===== config.mk =====
export PLATFORM = sky130hd
export DESIGN_NAME = dmem_responder_flat
export DESIGN_NICKNAME = d
export VERILOG_FILES = /design/src/rtl/dmem_responder_if.sv /design/src/rtl/dmem_responder.sv /design/src/flat_wrapper.sv
export SDC_FILE = /design/constraint.sdc
export NUM_CORES = 2
export LEC_CHECK = 0
export CELL_PAD_IN_SITES_DETAIL_PLACEMENT = 0
export CELL_PAD_IN_SITES_GLOBAL_PLACEMENT = 1
export CORE_MARGIN = 2
export CORE_UTILIZATION = 57
export DETAILED_ROUTE_END_ITERATION = 8
export PLACE_DENSITY = 0.86
export SYNTH_ARGS = -nofsm -noshare
export SYNTH_HDL_FRONTEND = slang
export SYNTH_SLANG_ARGS = --single-unit

===== constraint.sdc =====
create_clock -name clk -period 4.49 [get_ports clk]
set_input_delay 0.449 -clock clk [delete_from_list [all_inputs] [get_ports clk]]
set_output_delay 0.449 -clock clk [all_outputs]
set_load 0.1 [all_outputs]

===== src/rtl/dmem_responder_if.sv =====
// Load/store channel between the MEM stage (master) and the data-memory responder (slave).
interface dmem_responder_if #(
    parameter int unsigned ADDR_W = 32
);
    logic              req_valid;
    logic              req_ready;
    logic              req_we;
    logic [ADDR_W-1:0] req_addr;
    logic [3:0]        req_be;
    logic [31:0]       req_wdata;
    logic              rsp_valid;
    logic              rsp_ready;
    logic [31:0]       rsp_rdata;
    logic              rsp_err;

    modport master (
        output req_valid, req_we, req_addr, req_be, req_wdata, rsp_ready,
        input  req_ready, rsp_valid, rsp_rdata, rsp_err
    );

    modport slave (
        input  req_valid, req_we, req_addr, req_be, req_wdata, rsp_ready,
        output req_ready, rsp_valid, rsp_rdata, rsp_err
    );
endinterface


===== src/rtl/dmem_responder.sv =====
// Word-addressed data memory with byte-masked stores, one outstanding request and
// a fixed number of wait states before the response is offered.
module dmem_responder #(
    parameter int unsigned DEPTH   = 32,
    parameter int unsigned ADDR_W  = 32,
    parameter int unsigned LATENCY = 2
) (
    input  logic                 clk,
    input  logic                 RN_N,
    dmem_responder_if.slave      bus
);
    localparam int unsigned IDX_W = (DEPTH > 1) ? $clog2(DEPTH) : 1;

    typedef enum logic [1:0] {S_IDLE, S_WAIT, S_RESP} state_e;

    state_e      state_q, state_d;
    logic [3:0]  cnt_q, cnt_d;
    logic [31:0] cap_data_q, cap_data_d;
    logic        cap_err_q, cap_err_d;
    logic        rsp_valid_q, rsp_valid_d;
    logic [31:0] rsp_rdata_q, rsp_rdata_d;
    logic        rsp_err_q, rsp_err_d;
    logic [31:0] mem_q [DEPTH];

    logic             accept;
    logic             in_range;
    logic [IDX_W-1:0] idx;

    assign in_range      = bus.req_addr < ADDR_W'(DEPTH);
    assign idx           = bus.req_addr[IDX_W-1:0];
    assign bus.req_ready = (state_q == S_IDLE) && RN_N;
    assign accept        = bus.req_valid && bus.req_ready;

    assign bus.rsp_valid = rsp_valid_q;
    assign bus.rsp_rdata = rsp_rdata_q;
    assign bus.rsp_err   = rsp_err_q;

    // WAIT always runs LATENCY+1 cycles (counter loaded with LATENCY) so the
    // response register rises LATENCY+1 edges after acceptance, including LATENCY=0.
    always_comb begin
        state_d     = state_q;
        cnt_d       = cnt_q;
        cap_data_d  = cap_data_q;
        cap_err_d   = cap_err_q;
        rsp_valid_d = rsp_valid_q;
        rsp_rdata_d = rsp_rdata_q;
        rsp_err_d   = rsp_err_q;
        case (state_q)
            S_IDLE: begin
                if (accept) begin
                    cap_err_d  = !in_range;
                    cap_data_d = (!bus.req_we && in_range) ? mem_q[idx] : '0;
                    cnt_d      = 4'(LATENCY);
                    state_d    = S_WAIT;
                end
            end
            S_WAIT: begin
                if (cnt_q == 4'd0) begin
                    rsp_valid_d = 1'b1;
                    rsp_rdata_d = cap_data_q;
                    rsp_err_d   = cap_err_q;
                    state_d     = S_RESP;
                end else begin
                    cnt_d = cnt_q - 4'd1;
                end
            end
            S_RESP: begin
                if (bus.rsp_ready) begin
                    rsp_valid_d = 1'b0;
                    rsp_rdata_d = '0;
                    rsp_err_d   = 1'b0;
                    state_d     = S_IDLE;
                end
            end
            default: state_d = S_IDLE;
        endcase
    end

    always_ff @(posedge clk or negedge RN_N) begin
        if (!RN_N) begin
            state_q     <= S_IDLE;
            cnt_q       <= '0;
            cap_data_q  <= '0;
            cap_err_q   <= 1'b0;
            rsp_valid_q <= 1'b0;
            rsp_rdata_q <= '0;
            rsp_err_q   <= 1'b0;
        end else begin
            state_q     <= state_d;
            cnt_q       <= cnt_d;
            cap_data_q  <= cap_data_d;
            cap_err_q   <= cap_err_d;
            rsp_valid_q <= rsp_valid_d;
            rsp_rdata_q <= rsp_rdata_d;
            rsp_err_q   <= rsp_err_d;
        end
    end

    always_ff @(posedge clk or negedge RN_N) begin
        if (!RN_N) begin
            for (int unsigned i = 0; i < DEPTH; i++) begin
                mem_q[i] <= '0;
            end
        end else if (accept && bus.req_we && in_range) begin
            for (int unsigned b = 0; b < 4; b++) begin
                if (bus.req_be[b]) begin
                    mem_q[idx][8*b +: 8] <= bus.req_wdata[8*b +: 8];
                end
            end
        end
    end
endmodule


===== src/flat_wrapper.sv =====
// flat-port wrapper written by rule: the top's interface ports become plain ports
module dmem_responder_flat 
#(
    parameter int unsigned DEPTH   = 32,
    parameter int unsigned ADDR_W  = 32,
    parameter int unsigned LATENCY = 2
)
  (clk, RN_N, bus_req_valid, bus_req_we, bus_req_addr, bus_req_be, bus_req_wdata, bus_rsp_ready, bus_req_ready, bus_rsp_valid, bus_rsp_rdata, bus_rsp_err);
  dmem_responder_if #(.ADDR_W(ADDR_W)) bus_i ();
  input  logic clk;
  input  logic RN_N;
  input wire logic [$bits(bus_i.req_valid)-1:0] bus_req_valid;
  input wire logic [$bits(bus_i.req_we)-1:0] bus_req_we;
  input wire logic [$bits(bus_i.req_addr)-1:0] bus_req_addr;
  input wire logic [$bits(bus_i.req_be)-1:0] bus_req_be;
  input wire logic [$bits(bus_i.req_wdata)-1:0] bus_req_wdata;
  input wire logic [$bits(bus_i.rsp_ready)-1:0] bus_rsp_ready;
  output wire logic [$bits(bus_i.req_ready)-1:0] bus_req_ready;
  output wire logic [$bits(bus_i.rsp_valid)-1:0] bus_rsp_valid;
  output wire logic [$bits(bus_i.rsp_rdata)-1:0] bus_rsp_rdata;
  output wire logic [$bits(bus_i.rsp_err)-1:0] bus_rsp_err;
  assign bus_i.req_valid = bus_req_valid;
  assign bus_i.req_we = bus_req_we;
  assign bus_i.req_addr = bus_req_addr;
  assign bus_i.req_be = bus_req_be;
  assign bus_i.req_wdata = bus_req_wdata;
  assign bus_i.rsp_ready = bus_rsp_ready;
  assign bus_req_ready = bus_i.req_ready;
  assign bus_rsp_valid = bus_i.rsp_valid;
  assign bus_rsp_rdata = bus_i.rsp_rdata;
  assign bus_rsp_err = bus_i.rsp_err;
  dmem_responder #(.DEPTH(DEPTH), .ADDR_W(ADDR_W), .LATENCY(LATENCY)) u_core (.clk(clk), .RN_N(RN_N), .bus(bus_i));
endmodule

==> flow_summary_export.csv <==
group,metric,value,unit
sta,clock_skew,0.0303,ns
clock_network,clock-root-buffer,"clkbuf_16",
logic_synthesis,ys_top_cells_by_area,"dfrtp_1, mux2_2, mux4_2, mux2i_1, nand3_4",
global_routing,first_global_vias,32315,
placement,io_buffers,107,
sta,setup-violations-final,0,
sta,rsz0062_at_grt,"false",
global_routing,gr-usage-all-layers,31.0,%
floorplanning,row_count,109,
sta,hold_viol,0,
logic_synthesis,yosysSeqAreaShare,53.9,%
worst_setup_path,critPathArrivalTime,3.89,ns
clock_network,worstSkewPairLatency,0.70,ns
sta,min_period,3.33,ns
clock_network,cts_setup_buffers,0,
global_routing,antenna_found_initial,5,
pwr,fin_total_pwr,21.0,mW
logic_synthesis,yosys.area.top_type_share,53.9,%
pwr,power.internal,15.9,mW
clock_network,ctsHoldBuffers,1,
routing,via_per_inst,6.54,
pwr,swShare,24.2,%
worst_setup_path,crit_path_start_kind,"primary input",
worst_setup_path,cp_max_fo,38,
floorplanning,dieArea,91800,um^2
worst_setup_path,critical_path_required,5.05,ns
clock_network,cts_buffer_depth,3,
worst_setup_path,endpoint_kind,"flop",
routing,wire_per_inst,29.8,um
run_status,status,"finished with violations",
pwr,p_leak,27.8,nW
pwr,netSwitchingPower,5.09,mW
pwr,power_frac_seq,47.3,%
global_routing,grt_overflow,0,
sta,tightest_slew,1.48,ns
pwr,peakVddDrop,0.303,mV
pwr,combPwrFrac,6.9,%
logic_synthesis,avgSynthCellArea,15.2,um^2
clock_network,post_cts_resized,0,
logic_synthesis,async_reset_ff_share,100,%
clock_network,cts_tree,"yes",
floorplanning,start_util,57.6,%
clock_network,cts-htree-levels,3,
sta,slew_headroom,0.946,%
pwr,power_density,368,nW/um^2
logic_synthesis,ys_ff_latch,1097,
logic_synthesis,synth_edf_count,0,
routing,drt-total-wl,140000,um
sta,fmax,0.300,GHz
final_layout,syn2layout_area_growth,12.1,%
sta,fin_setup_tns,0,ns
logic_synthesis,synth.distinct_cells,61,
worst_hold_path,hold_path_class,"in -> async",
placement,dpl.hpwl,91200,um
worst_setup_path,crit_type,"in -> reg",
routing,first_iter_violations,2623,
clock_network,path_clk_slew,0.06,ns
flow_run,drv_cap,1,
logic_synthesis,ys.warnings.count,0,
logic_synthesis,post-synth-top-count-cell,"dfrtp_1",
worst_setup_path,reg2reg_from,"u_core.state_q[1]",
global_routing,grt_pass1_wl,210000,um
worst_setup_path,r2r_cells,6,
final_layout,final_nets,3497,
clock_network,clkSinkCount,1097,
floorplanning,fp.coreArea,88500,um^2
logic_synthesis,syn_nets,3419,
logic_synthesis,synth_area,51000,um^2
sta,finalCritPeriodShare,74.2,%
pwr,clkPwrFrac,45.8,%
placement,place.gp.congestion,0.882,
logic_synthesis,ys.flop_type,"dfrtp_1",
final_layout,final_layout_size_suffix_gt1_share,42.8,%
routing,drt.antenna.violating_nets,0,
global_routing,grt_max_degree,190,
run_status,violations,"design-rule violations, max-capacitance violations",
logic_synthesis,synth_cells,3345,
sta,final-max-slew-violation-count,0,
routing,num_vias,30657,
floorplanning,io_pins,108,
logic_synthesis,netlist.top_cell.by_area,"dfrtp_1",
logic_synthesis,yosys-top-cells-count,"dfrtp_1, mux2_2, mux2i_1, mux2_1, clkbuf_1",
routing,first_pass_iters,9,
floorplanning,fp.dieW,303,um
worst_setup_path,crit_start,"RN_N",
floorplanning,die_h,303,um
routing,drc,6,
clock_network,cts_buffers,112,
-- cell families (layout without fill, tap and decap cells) --
group | count (synthesis) | after routing | synth area share (%)
adder cells (fa/ha/maj) | 1 | 1 | 0.0245
flip-flops | 1097 | 1097 | 53.9
multiplexers | 1404 | 1404 | 33.2
other | 0 | 2 | 0
buffers and inverters | 253 | 428 | 2.51
AND/OR/NAND/NOR | 315 | 315 | 6.47
AO/OA/AOI/OAI | 273 | 273 | 3.88
XOR/XNOR | 2 | 2 | 0.0344
-- layout by cell type, fill, tap and decap left out, drive strengths merged, types with 26 or more instances in the layout --
| cell | count |
|---|---|
| nand2 | 27 |
| a22o | 35 |
| mux4 | 124 |
| nand3 | 135 |
| clkdlybuf4s50 | 99 |
| a22oi | 98 |
| o22ai | 69 |
| buf | 113 |
| dfrtp | 1097 |
| nor2 | 46 |
| clkinv | 26 |
| clkbuf | 167 |
| mux2 | 1057 |
| nand4 | 32 |
| mux2i | 223 |
-- power by group through the flow --
stage / Combinational (mW) / Clock, mW / Sequential [mW]
detailed placement: 1.45 / 0 / 10.1
finish: 1.45 / 9.62 / 9.95
floorplan: 0.680 / 0 / 10.2
global placement: 1.41 / 0 / 10.1
global route: 1.54 / 10.2 / 9.95
CTS: 1.46 / 9.72 / 9.95
-- area by class of cell --
type                            instances  area, um^2
Clock inverter                         44         563
Clock buffer                          167        3250
Fill cell                            6140       31400
Timing Repair Buffer                  213        1990
Tap cell                             1165        1460
Multi-Input combinational cell       1995       22400
Inverter                                4        15.0
Sequential cell                      1097       27500
Antenna cell                            2        5.00
-- critical path, cell delays in order --
cell and delay, ns:
dlygate4sd3_1 0.57, buf_8 0.30, nor3b_2 0.31, and2_4 0.23
and4_4 0.51, buf_4 0.35, nand3_1 0.60, mux2_2 0.52
-- registers in the layout (all words and copies together), names as in the netlist --
register	flops
u_core.bus.rsp_rdata	32
u_core.mem_q	1024
u_core.cap_err_q	1
u_core.bus.rsp_err	1
u_core.cap_data_q	32
u_core.cnt_q	4
u_core.state_q	2
u_core.bus.rsp_valid	1
-- per-stage QoR --
| step | area [um^2] | cells | utilization, % | worst slack [ns] | hold slack, ns |
|---|---|---|---|---|---|
| after floorplan | 51000 | 3345 | - | 1.21 | 0.153 |
| after global placement | 53300 | 4472 | 60.2 | 0.579 | 0.345 |
| after detailed placement | 53300 | 4472 | 60.2 | 0.499 | 0.355 |
| after CTS | 57100 | 4684 | 64.5 | 1.17 | 0.233 |
| after global routing | 57100 | 4686 | 64.5 | 0.757 | 0.286 |
| final | 57100 | 4687 | 64.5 | 1.16 | 0.244 |
-- per-layer routing --
metal	track usage, %	wire length, um	vias up
met5	0.466	90	-
met4	12.4	5800	8
met3	5.18	9340	293
met2	49.1	66200	1082
met1	43.0	58100	16484
li1	-	-	12790
-- path summary, 6_finish.rpt --
check	endpoint	slack, ns
worst min register to register	u_core.bus.rsp_valid	0.47
worst max register to register	u_core.mem_q[974]	1.39
max in group asynchronous	u_core.mem_q[675]	1.25
worst max-delay path	u_core.mem_q[974]	1.16
worst min-delay path	u_core.mem_q[218]	0.24
min in group clk	u_core.bus.rsp_valid	0.47
Power figures use the tool's default switching activity.
